[src/rtl/mem_access_unit.sv]
// Load/store sequencer between the multi-cycle core and a unified async-read memory.
// Optional misalignment trapping is compiled in with `define MEM_MISALIGN_CHECK_EN.
module mem_access_unit #(
  parameter bit BIG_ENDIAN = 1'b0
) (
  input  logic        clk,
  input  logic        reset,
  input  logic        req_valid,
  output logic        req_ready,
  input  logic        req_we,
  input  logic [1:0]  req_size,
  input  logic        req_signed,
  input  logic [31:0] req_addr,
  input  logic [31:0] req_wdata,
  output logic        resp_valid,
  output logic [31:0] resp_rdata,
  output logic        resp_err,
  output logic        mem_we,
  output logic [31:0] mem_addr,
  output logic [31:0] mem_wd,
  input  logic [31:0] mem_rd
);

  typedef enum logic [2:0] {IDLE, LOAD, STORE, RMW_RD, RMW_WR, RESP} state_t;

  state_t      state, state_next;
  logic [31:0] addr_q, wdata_q, merge_q;
  logic [1:0]  size_q;
  logic        signed_q;
  logic        accept, misaligned;
  logic [1:0]  byte_lane;
  logic        half_lane;
  logic [7:0]  byte_val;
  logic [15:0] half_val;
  logic [31:0] load_data, merged;

  assign accept = req_valid && req_ready;

`ifdef MEM_MISALIGN_CHECK_EN
  logic err_q;

  assign misaligned = ((req_size == 2'b01) && req_addr[0]) ||
                      (req_size[1] && (req_addr[1:0] != 2'b00));

  always_ff @(posedge clk or posedge reset) begin
    if (reset)       err_q <= 1'b0;
    else if (accept) err_q <= misaligned;
  end

  assign resp_err = (state == RESP) && err_q;
`else
  // Without trapping, the lane logic simply ignores address bits below the access size.
  assign misaligned = 1'b0;
  assign resp_err   = 1'b0;
`endif

  // Big-endian lane k is 3-k, which for a 2-bit index is its bitwise inverse.
  assign byte_lane = BIG_ENDIAN ? ~addr_q[1:0] : addr_q[1:0];
  assign half_lane = BIG_ENDIAN ? ~addr_q[1]   : addr_q[1];
  assign byte_val  = mem_rd[{byte_lane, 3'b000} +: 8];
  assign half_val  = mem_rd[{half_lane, 4'b0000} +: 16];

  always_comb begin
    // NOTE: every always_comb output gets a default first so no path can infer a latch.
    load_data = mem_rd;
    merged    = merge_q;
    case (size_q)
      2'b00: begin
        load_data = {{24{signed_q & byte_val[7]}}, byte_val};
        merged[{byte_lane, 3'b000} +: 8] = wdata_q[7:0];
      end
      2'b01: begin
        load_data = {{16{signed_q & half_val[15]}}, half_val};
        merged[{half_lane, 4'b0000} +: 16] = wdata_q[15:0];
      end
      default: ;
    endcase
  end

  always_comb begin
    state_next = state;
    case (state)
      IDLE: if (accept) begin
        if (misaligned)     state_next = RESP;
        else if (!req_we)   state_next = LOAD;
        else if (req_size[1]) state_next = STORE;
        else                state_next = RMW_RD;
      end
      LOAD, STORE, RMW_WR: state_next = RESP;
      RMW_RD:              state_next = RMW_WR;
      RESP:                state_next = IDLE;
      default:             state_next = IDLE;
    endcase
  end

  // Memory-side outputs decode from state alone, so reset drops mem_we immediately.
  assign req_ready  = (state == IDLE);
  assign resp_valid = (state == RESP);
  assign mem_we     = (state == STORE) || (state == RMW_WR);
  assign mem_addr   = {addr_q[31:2], 2'b00};
  assign mem_wd     = (state == STORE)  ? wdata_q :
                      (state == RMW_WR) ? merged  : 32'h0;

  // NOTE: sequential state uses non-blocking assignments so every register samples pre-edge values.
  always_ff @(posedge clk or posedge reset) begin
    if (reset) begin
      state      <= IDLE;
      addr_q     <= '0;
      wdata_q    <= '0;
      merge_q    <= '0;
      size_q     <= '0;
      signed_q   <= 1'b0;
      resp_rdata <= '0;
    end else begin
      state <= state_next;
      case (state)
        IDLE: if (accept) begin
          addr_q   <= req_addr;
          wdata_q  <= req_wdata;
          size_q   <= req_size;
          signed_q <= req_signed;
          if (misaligned) resp_rdata <= '0;
        end
        LOAD:          resp_rdata <= load_data;
        RMW_RD:        merge_q    <= mem_rd;
        STORE, RMW_WR: resp_rdata <= '0;
        default: ;
      endcase
    end
  end

endmodule

[config.mk]
export PLATFORM = sky130hd
export DESIGN_NAME = mem_access_unit
export DESIGN_NICKNAME = d
export VERILOG_FILES = /design/src/rtl/mem_access_unit.sv
export SDC_FILE = /design/constraint.sdc
export NUM_CORES = 1
export LEC_CHECK = 0
export BUFFER_PORTS_ARGS = -buffer_cell sky130_fd_sc_hd__buf_2
export CORE_ASPECT_RATIO = 0.9
export CORE_UTILIZATION = 49
export CTS_BUF_LIST = sky130_fd_sc_hd__clkbuf_4 sky130_fd_sc_hd__clkbuf_8
export CTS_CLUSTER_DIAMETER = 30
export CTS_CLUSTER_SIZE = 10
export DETAILED_ROUTE_END_ITERATION = 8
export HOLD_SLACK_MARGIN = 0.08
export MAX_ROUTING_LAYER = met4
export PLACE_DENSITY = 0.79
export RECOVER_POWER = 50
export REMOVE_ABC_BUFFERS = 1
export SYNTH_ARGS = -nofsm -noshare
export SYNTH_HDL_FRONTEND = slang
export SYNTH_SLANG_ARGS = --single-unit
[constraint.sdc]
create_clock -name clk -period 4.05 [get_ports clk]
set_input_delay 0.81 -clock clk [delete_from_list [all_inputs] [get_ports clk]]
set_output_delay 0.81 -clock clk [all_outputs]
set_load 0.03 [all_outputs]
[After elaboration in Yosys (flattened, before gate mapping)]
Index checks and enable logic that the tools add are counted.
Widths: inputs -> output; s select.
Storage, ports and cells
  register bits after elaboration: 134
  bits in latches: 0
  RAM bits: 0
  ROM bits: 0
  word-level logic and storage cells: 43
  memories kept: 0
Operators by class
  $add $sub $neg: 2
  $mul: 0
  divide/modulo/power cells: 0
  order comparisons: 0
  equal/unequal tests: 7
  shift operators: 6
  multiplexer cells: 11
  bitwise operators: 2
  reductions and logical operators: 8
Operators by type and width (number)
  $pmux 32 s2: 3
  $bwmux 32: 2
  $mux 32: 2
  $shift 16x7->32 const A: 1
  $shift 8x7->32 const A: 1
  $shiftx 16x7->32: 1
  $shiftx 32x6->16: 1
  $shiftx 32x6->8: 1
  $shiftx 8x7->32: 1
  $neg 5->7: 2
  $pmux 3 s3: 1
  $eq 3x2->1 const B: 2
  $eq 3x3->1 const B: 2
  $eq 3x1->1 const B: 1
  $logic_not 3->1: 1
  $mux 3: 1
  $reduce_or 3->1: 1
  $and 1x1->1: 2
  $eq 2x1->1 const B: 1
  $logic_not 2->1: 1
  $mux 2: 1
  $ne 2x1->1 const B: 1
  $reduce_and 2->1: 1
  $reduce_bool 2->1: 1
  4 further kinds: 4

[Depth between registers and ports, before layout]
Gate-level depths: netlist of the first run.
  depth in word-level cells: 6
  gate-level depth with buffers: 9
  mapped depth without buffers: 6

[Worst setup path before layout of the first run]
OpenSTA, ideal clock, no wires.
  path type: flip-flop to output port
  from: register addr_q[1]
  to: output mem_wd[30]
  data arrival time: 2.959 ns
  setup slack: 0.281 ns
  cell stages (with the launch flop): 9
  buffers on the path: 3
  path through: dfrtp_1 -> buf_6 -> inv_1 -> clkbuf_1 -> ha_1 -> nor4bb_1 -> buf_1 -> a31oi_1 -> o311ai_0
Between the ends
  cells in the longest elaborated chain, start to end: 6
  elaborated cells between the ends (all ways): 11
Ends and longest elaborated chain
  start, declared: line 27  | logic [31:0] addr_q, wdata_q, merge_q;
  start signal, assigned: line 118  | addr_q <= req_addr;
  $neg 5->7, on equally long branches: line 74, 70
  $shiftx 16x7->32, or another cell as far along: line 74  | merged[{half_lane, 4'b0000} +: 16] = wdata_q[15:0];
  $bwmux 32, on equally long branches: line 74, 70
  $pmux 32 s2 (*): line 67  | case (size_q)
  $mux 32 (*): line 102  | (state == RMW_WR) ? merged : 32'h0;
  $mux 32 (*): line 101  | assign mem_wd = (state == STORE) ? wdata_q :
  end, declared: line 20  | output logic [31:0] mem_wd,
Every way passes the cells marked *; elsewhere a longest branch is shown, timed or not.

[Worst setup path in the final report of the first run]
  from: register addr_q[0]
  to: output mem_wd[8]
Between the ends
  cells in the longest elaborated chain, start to end: 6
  elaborated cells between the ends (all ways): 7
Ends and longest elaborated chain
  $neg 5->7 (*): line 70  | merged[{byte_lane, 3'b000} +: 8] = wdata_q[7:0];
  $shiftx 8x7->32 or $shift 8x7->32 (tied branches): line 70
  $bwmux 32 (*): line 70
  $pmux 32 s2 (*): line 67
  $mux 32 (*): line 102
  $mux 32 (*): line 101
Marks and branches as above.

==> results.md, run 1 <==
* Slew HR at -69.4%
* Crit Path Max Fanout at 13
* Final worst slack at 155 ps
* TritonRoute pass-1 iters at 6
* Met3 usage at 6.56%
* Max_cap viols at 2
* Initial Utilization at around half
* Post_cts resized at 0
* Setup Crit Path Kind: reg2out
* R2R depth at 3
* #FFs+latches synth at 134
* Clock Latency Late Sink at 450 ps
* H-tree levels at 4
* Mean Syn Cell Area at about 11 µm²
* Final Max Slew Viols at 152
* GPL Wtd Cong at between 0.9 and 1
* Clk sinks at roughly 130
* EDFF count, synth at 0
* Worst-Margin Slew at between 2000 and 3000 ps
* Synthesis-to-layout area growth at 17.4%
* Clock slew at reported path FFs at 70 ps
* # hold bufs at CTS at 0
* Fmax at ~260 MHz
* RSZ-0062 raised after global routing: no
* Hold endpoint: merge_q[7]$_DFFE_PP0P_
* Yosys Warn Count at 0
* Pin count of the biggest net entering global routing at 119
* Final Skew at ~8.5 ps
* Main synth FF type: dfrtp_1
* Die Ht at 115 µm
* Hold Crit Class: reg2reg
* Num ports at 203
* GR Util met2 at between 40 and 50%
* Status: finished, violations left
* R2r startpoint: state[2]$_DFFE_PP0P_
* Maximum VDD drop at around 0.46 mV
* Met1 usage at 38.1%
* Hpwl dp at between 10 and 15 mm
* Ratio of final minimum period to clock period at 96.2%
* Total number of vias at a little under 6000
* P_leak at around 3.8 nW
* Fin cells at ~1000
* Total global-route track usage at about 29%
* Num rows at 40
* Core Area at between 10000 and 15000 µm²
* Hold Path Stages at 2
* Post-Syn Area at between 6000 and 7000 µm²
* Setup TNS at 0 ps
* Pwr dens at approximately 920 nW/µm²
* Final antenna-violating net count at 0
* Async SR Flop Fraction at between 90% and 100%
* CTS root buf: clkbuf_8
* Die width at around 130 µm
* GRT Residual Overflow at 0
* Die ar. at approximately 15000 µm²
* Global routing's busiest layer: met2
* Drt first-iter violations at 550
* ANT cells at 0
* Critical Path AT at just over 3000 ps
* Wirelength, routed at about 20 mm
* Layout cells sized above 1 at a little over two fifths
* Worst r2r dst: merge_q[11]$_DFFE_PP0P_
* Initial antenna violation count at 0
* Vias per cell at ~6
* Clock tree from TritonCTS: yes
* Crit path launch: addr_q[0]$_DFFE_PP0P_
* Final Setup Violations at 0
* Worst hold slack at just under 500 ps
* Final hold viol count at 0
* Post-synthesis cell type count at between 50 and 60
* Post-CTS Setup Repair Bufs at 0
* Global-route wire length before repair at slightly above 30 mm
* Flop2flop setup slack at around 1400 ps
* Post-Syn Instances at between 600 and 700
* Remaining DRCs at 0
* Deepest clock path buffer count at 2
* Hold Crit Start: merge_q[7]$_DFFE_PP0P_
* Crit start category: flop
* Clock period minus worst slack at slightly below 4000 ps
* Crit. End Element: output pin
* Vias in the first global route at around 5700
* Sequential fraction of the synthesis area at between 40% and 50%
* Placed insts at 946
* Pre-CTS WS at 736 ps
* CTS Buf Count at 17
* WL/cell at between 20 and 25 µm
* Port bufs at slightly below 200
* Violated checks: capacitance limit, slew limit
* Crit path required time at ~3200 ps
* Nets@finish at 884
==> metrics by stage <==
stage          area (µm²)  utilization, %  power, mW
2_1_floorplan        6440               -       5.10
3_3_place_gp         7770            57.3       6.17
3_5_place_dp         7770            57.3       6.34
4_1_cts              8180            60.3       7.53
5_1_grt              8140            60.0       7.93
6_report             8140            60.0       7.51
==> how the worst max path moves through the flow <==
stage	to	slack, ps
after floorplan	mem_wd[30]	-350
after global placement	mem_wd[31]	830
after detailed placement	mem_wd[8]	740
after CTS	mem_wd[8]	230
after global routing	mem_wd[8]	20
final	mem_wd[8]	150
==> where the power goes <==
part	total [mW]	switching, mW	internal [mW]
logic	3.78	2.41	1.37
registers	2.57	0.587	1.98
clock network	1.17	0.531	0.636
==> sequential cells by signal (all words and copies together) (netlist names) <==
name	cells
size_q	2
state	3
addr_q	32
merge_q	32
resp_rdata	32
wdata_q	32
signed_q	1
==> cell families after synthesis <==
kind of cell	after synthesis	synth area share, %
AO/OA/AOI/OAI	167	16.5
adder cells (fa/ha/maj)	5	0.902
buffers and inverters	89	7.94
flip-flops	134	48.4
multiplexers	108	17.5
other	1	0.0541
AND/OR/NAND/NOR	117	8.72
==> Yosys cell counts (3+ instances only) <==
| cell type | number | area share, % |
|---|---|---|
| a21oi_1 | 8 | 0.58 |
| buf_4 | 39 | 4.2 |
| a22o_1 | 8 | 1.0 |
| clkbuf_1 | 16 | 0.87 |
| and3b_1 | 4 | 0.51 |
| and3_1 | 3 | 0.27 |
| o221ai_1 | 19 | 2.4 |
| mux2i_1 | 9 | 1.3 |
| buf_6 | 7 | 1.1 |
| a22oi_1 | 16 | 1.7 |
| a221oi_1 | 23 | 2.9 |
| nand3_1 | 4 | 0.29 |
| nand2_1 | 67 | 3.6 |
| dfrtp_1 | 134 | 48 |
| nor3_1 | 3 | 0.22 |
| o21ai_1 | 30 | 2.2 |
| ha_1 | 5 | 0.90 |
| nor2_1 | 14 | 0.76 |
| o21a_1 | 3 | 0.32 |
| inv_1 | 10 | 0.54 |
| or3_1 | 3 | 0.27 |
| o31ai_1 | 3 | 0.32 |
| buf_2 | 14 | 1.0 |
| a21o_1 | 3 | 0.32 |
| o32ai_1 | 4 | 0.51 |
| mux2_2 | 98 | 16 |
| o21ai_0 | 36 | 2.6 |
| a211o_1 | 3 | 0.38 |
==> metal layers <==
layer	wire [µm]	vias up	part of all wire [%]
met2	9040	316	46
met3	1450	33	7.4
li1	-	2566	-
met4	389	0	2.0
met1	8690	2849	44
met5	0	-	0
==> worst max-delay path, cell delays in order, from the launching register on <==
cell,delay [ps]
dfrtp_1,590
inv_1,220
ha_1,350
inv_1,100
nor4_4,560
a221oi_1,180
o31ai_1,370
buf_2,270
==> placed cells by master, fill, tap and decap left out, types with 3 or more instances in the layout <==
master | netlist | layout
clkbuf_1 | 16 | 19
o21ai_0 | 36 | 36
clkinvlp_4 | 0 | 4
buf_4 | 39 | 8
o31ai_1 | 3 | 3
a22oi_1 | 16 | 16
and3b_1 | 4 | 4
a22o_1 | 8 | 8
mux2_2 | 98 | 98
o21ai_1 | 30 | 30
nand2_1 | 67 | 67
clkinv_2 | 0 | 5
a211o_1 | 3 | 3
buf_2 | 14 | 184
o221ai_1 | 19 | 19
inv_1 | 10 | 9
o32ai_1 | 4 | 4
ha_1 | 5 | 5
a21o_1 | 3 | 3
dfrtp_1 | 134 | 134
nor2_1 | 14 | 14
bufinv_16 | 0 | 3
nor3_1 | 3 | 4
a221oi_1 | 23 | 23
o21a_1 | 3 | 3
a21oi_1 | 8 | 8
clkbuf_8 | 0 | 19
nand3_1 | 4 | 4
and3_1 | 3 | 3
conb_1 | 1 | 3
or3_1 | 3 | 3
mux2i_1 | 9 | 9
==> layout make-up <==
cell class,count,area (µm²)
sequential,134,3350
inverter,12,48.8
timing repair buffer,211,1050
fill,1140,5420
tap,189,236
clock inverter,13,155
multi-input combinational,400,3040
clock buffer,19,262
Power figures use the tool's default switching activity.
==> run 2: changes to the inputs <==
--- a/config.mk
+++ b/config.mk
@@ -7,14 +7,13 @@
 export LEC_CHECK = 0
 export BUFFER_PORTS_ARGS = -buffer_cell sky130_fd_sc_hd__buf_2
 export CORE_ASPECT_RATIO = 0.9
-export CORE_UTILIZATION = 49
-export CTS_BUF_LIST = sky130_fd_sc_hd__clkbuf_4 sky130_fd_sc_hd__clkbuf_8
+export CORE_UTILIZATION = 52
 export CTS_CLUSTER_DIAMETER = 30
 export CTS_CLUSTER_SIZE = 10
 export DETAILED_ROUTE_END_ITERATION = 8
 export HOLD_SLACK_MARGIN = 0.08
 export MAX_ROUTING_LAYER = met4
-export PLACE_DENSITY = 0.79
+export PLACE_DENSITY = 0.8
 export RECOVER_POWER = 50
 export REMOVE_ABC_BUFFERS = 1
 export SYNTH_ARGS = -nofsm -noshare
==> constraint.sdc (replaced) <==
create_clock -name clk -period 4.4 [get_ports clk]
set_input_delay 0.88 -clock clk [delete_from_list [all_inputs] [get_ports clk]]
set_output_delay 0.88 -clock clk [all_outputs]
set_load 0.03 [all_outputs]
==> run 2 against run 1 <==
Against the previous run: the flow still finishes with violations (capacitance limit, slew limit); clock skew down 2.9 ps; hold slack worse by 4.6 ps; critical path type unchanged; largest cell class unchanged; final cell count down 2.6%; core utilization up 5.1 points; sequential power down 8.2%; flip-flop and latch count unchanged; critical endpoint unchanged; highest routed layer unchanged; die area down 5.7%; largest power group unchanged; combinational power down 7.9%.
==> results.md, run 2 (synthesized netlist as in run 1, its figures left out) <==
* Initial antenna violation count at 0
* Pin count of the biggest net entering global routing at 116
* Commonest non-fill, non-tap cell in the layout: buf_2
* CTS Buf Count at 17
* GR Util met2 at a little under half
* Pwr dens at slightly below 900 nW/µm²
* Layout cells sized above 1 at a little over two fifths
* Final hold viol count at 0
* WL/cell at 20.3 µm
* Die width at ~120 µm
* CTS root buf: clkbuf_16
* Fin area at 8360 µm²
* Wirelength, routed at ~19 mm
* Ratio of final minimum period to clock period at between 90 and 100%
* Port bufs at about 200
* Post_cts resized at 0
* Combinational Power Share at 47.1%
* Reg power frac at approximately a third
* H-tree levels at 4
* Hold Crit Class: reg2reg
* Post-layout util at about 65%
* Num rows at 39
* Total number of vias at about 5700
* Placed insts at a little over 900
* Maximum VDD drop at between 0.4 and 0.5 mV
* P_int at a little over 4 mW
* Pwr Total at between 7 and 8 mW
* Final Skew at between 5 and 6 ps
* ANT cells at 0
* Remaining DRCs at 0
* Crit. End Element: output pin
* Switching power at 3.29 mW
* Drt first-iter violations at about 480
* Flop2flop setup slack at around 1700 ps
* Met1 usage at between 30% and 40%
* Clock period minus worst slack at ~4100 ps
* Critical Path AT at 3230 ps
* Total global-route track usage at around 30%
* TritonRoute pass-1 iters at 7
* Most frequent cells in the layout: 183 x buf_2, 134 x dfrtp_1, 98 x mux2_2
* Number of fill cells in the layout at ~1000
* Setup Crit Path Kind: reg2out
* Crit Path Max Fanout at 13
* Clk sinks at approximately 130
* GRT Residual Overflow at 0
* Die Ht at between 100 and 150 µm
* Slew HR at -61.8%
* Worst-Margin Slew at approximately 2400 ps
* RSZ-0062 raised after global routing: no
* Fmax at 243 MHz
* Nets@finish at around 880
* Global-route wire length before repair at 30.7 mm
* Vias in the first global route at ~5900
* Vias per cell at ~6
* Status: finished, violations left
* Global routing's busiest layer: met2
* Switching share of power at 44.5%
* Clock slew at reported path FFs at around 60 ps
* Deepest clock path buffer count at 2
* Crit start category: flop
* Hpwl dp at roughly 14 mm
* Clock tree from TritonCTS: yes
* Post-CTS Setup Repair Bufs at 0
* GPL Wtd Cong at 0.960
* Initial Utilization at a little over half
* Fin cells at between 900 and 1000
* Violated checks: capacitance limit, slew limit
* # hold bufs at CTS at 0
* Post-DP Area at roughly 7700 µm²
* Final antenna-violating net count at 0
* Core Area at 12800 µm²
* Final Max Slew Viols at between 150 and 200
* Die ar. at roughly 14000 µm²
* Max_cap viols at 2
* Final Setup Violations at 0
* Crit path required time at between 3000 and 4000 ps
* Clock Latency Late Sink at about 420 ps
* P_leak at slightly below 4 nW
* Num ports at between 200 and 250
* Clock power frac at a little over a fifth
* Met3 usage at just under 8%
* Synthesis-to-layout area growth at 20.6%
==> run 2: cell types whose count changed in the layout (fill, tap and decap cells not counted), sizes merged <==
cell / change
clkbuf: +2
clkinv: -6
bufinv: +1
clkinvlp: +1
inv: +1
buf: +1
==> run 2: through the flow <==
| step | setup TNS, ps | hold WS [ps] | setup slack, ps |
|---|---|---|---|
| after floorplan | -8470 | 450 | -65.1 |
| after global placement | 0 | 475 | 840 |
| after detailed placement | 0 | 475 | 663 |
| after CTS | 0 | 488 | 216 |
| after global routing | 0 | 521 | 95.6 |
| final | 0 | 486 | 287 |
==> run 2: power by group through the flow <==
stage                     combinational (mW)  clock [mW]  sequential [mW]
after floorplan                         1.98           0             2.72
after global placement                  3.35           0             2.32
after detailed placement                3.46           0             2.35
after CTS                               3.48        1.57             2.34
after global routing                    3.73        1.63             2.43
final                                   3.48        1.55             2.36
==> run 2: worst paths after layout <==
check,startpoint,end,cells after the start
worst max-delay path,addr_q[1]$_DFFE_PP0P_,mem_wd[8],7
worst min-delay path,resp_rdata[8]$_DFFE_PP0P_,resp_rdata[8]$_DFFE_PP0P_,2
worst max register to register,state[0]$_DFFE_PP0P_,wdata_q[20]$_DFFE_PP0P_,4
worst min register to register,resp_rdata[8]$_DFFE_PP0P_,resp_rdata[8]$_DFFE_PP0P_,2
max in group asynchronous,reset,merge_q[8]$_DFFE_PP0P_,3
min in group asynchronous,reset,resp_rdata[21]$_DFFE_PP0P_,2
==> run 2: worst max-delay path, stage by stage, from the launching register on <==
cell and delay, ps:
dfrtp_1 630, inv_1 340, ha_1 400, inv_1 110
nor4_4 540, a221oi_1 180, o31ai_1 340, buf_2 270
==> run 2: final cells by class <==
| cell class | instances | area, µm² | share of cell area [%] |
|---|---|---|---|
| clock buffer | 22 | 484 | 5.79 |
| clock inverter | 10 | 168 | 2.01 |
| inverter | 12 | 48.8 | 0.584 |
| multi-input combinational | 400 | 3040 | 36.4 |
| sequential | 134 | 3350 | 40.1 |
| tap | 164 | 205 | 2.45 |
| timing repair buffer | 211 | 1060 | 12.7 |
==> run 2: per-layer routing <==
layer,part of all wire [%],up-vias
met5,0,-
met4,1.8,0
met3,9.8,36
met2,47,319
met1,42,2820
li1,-,2563
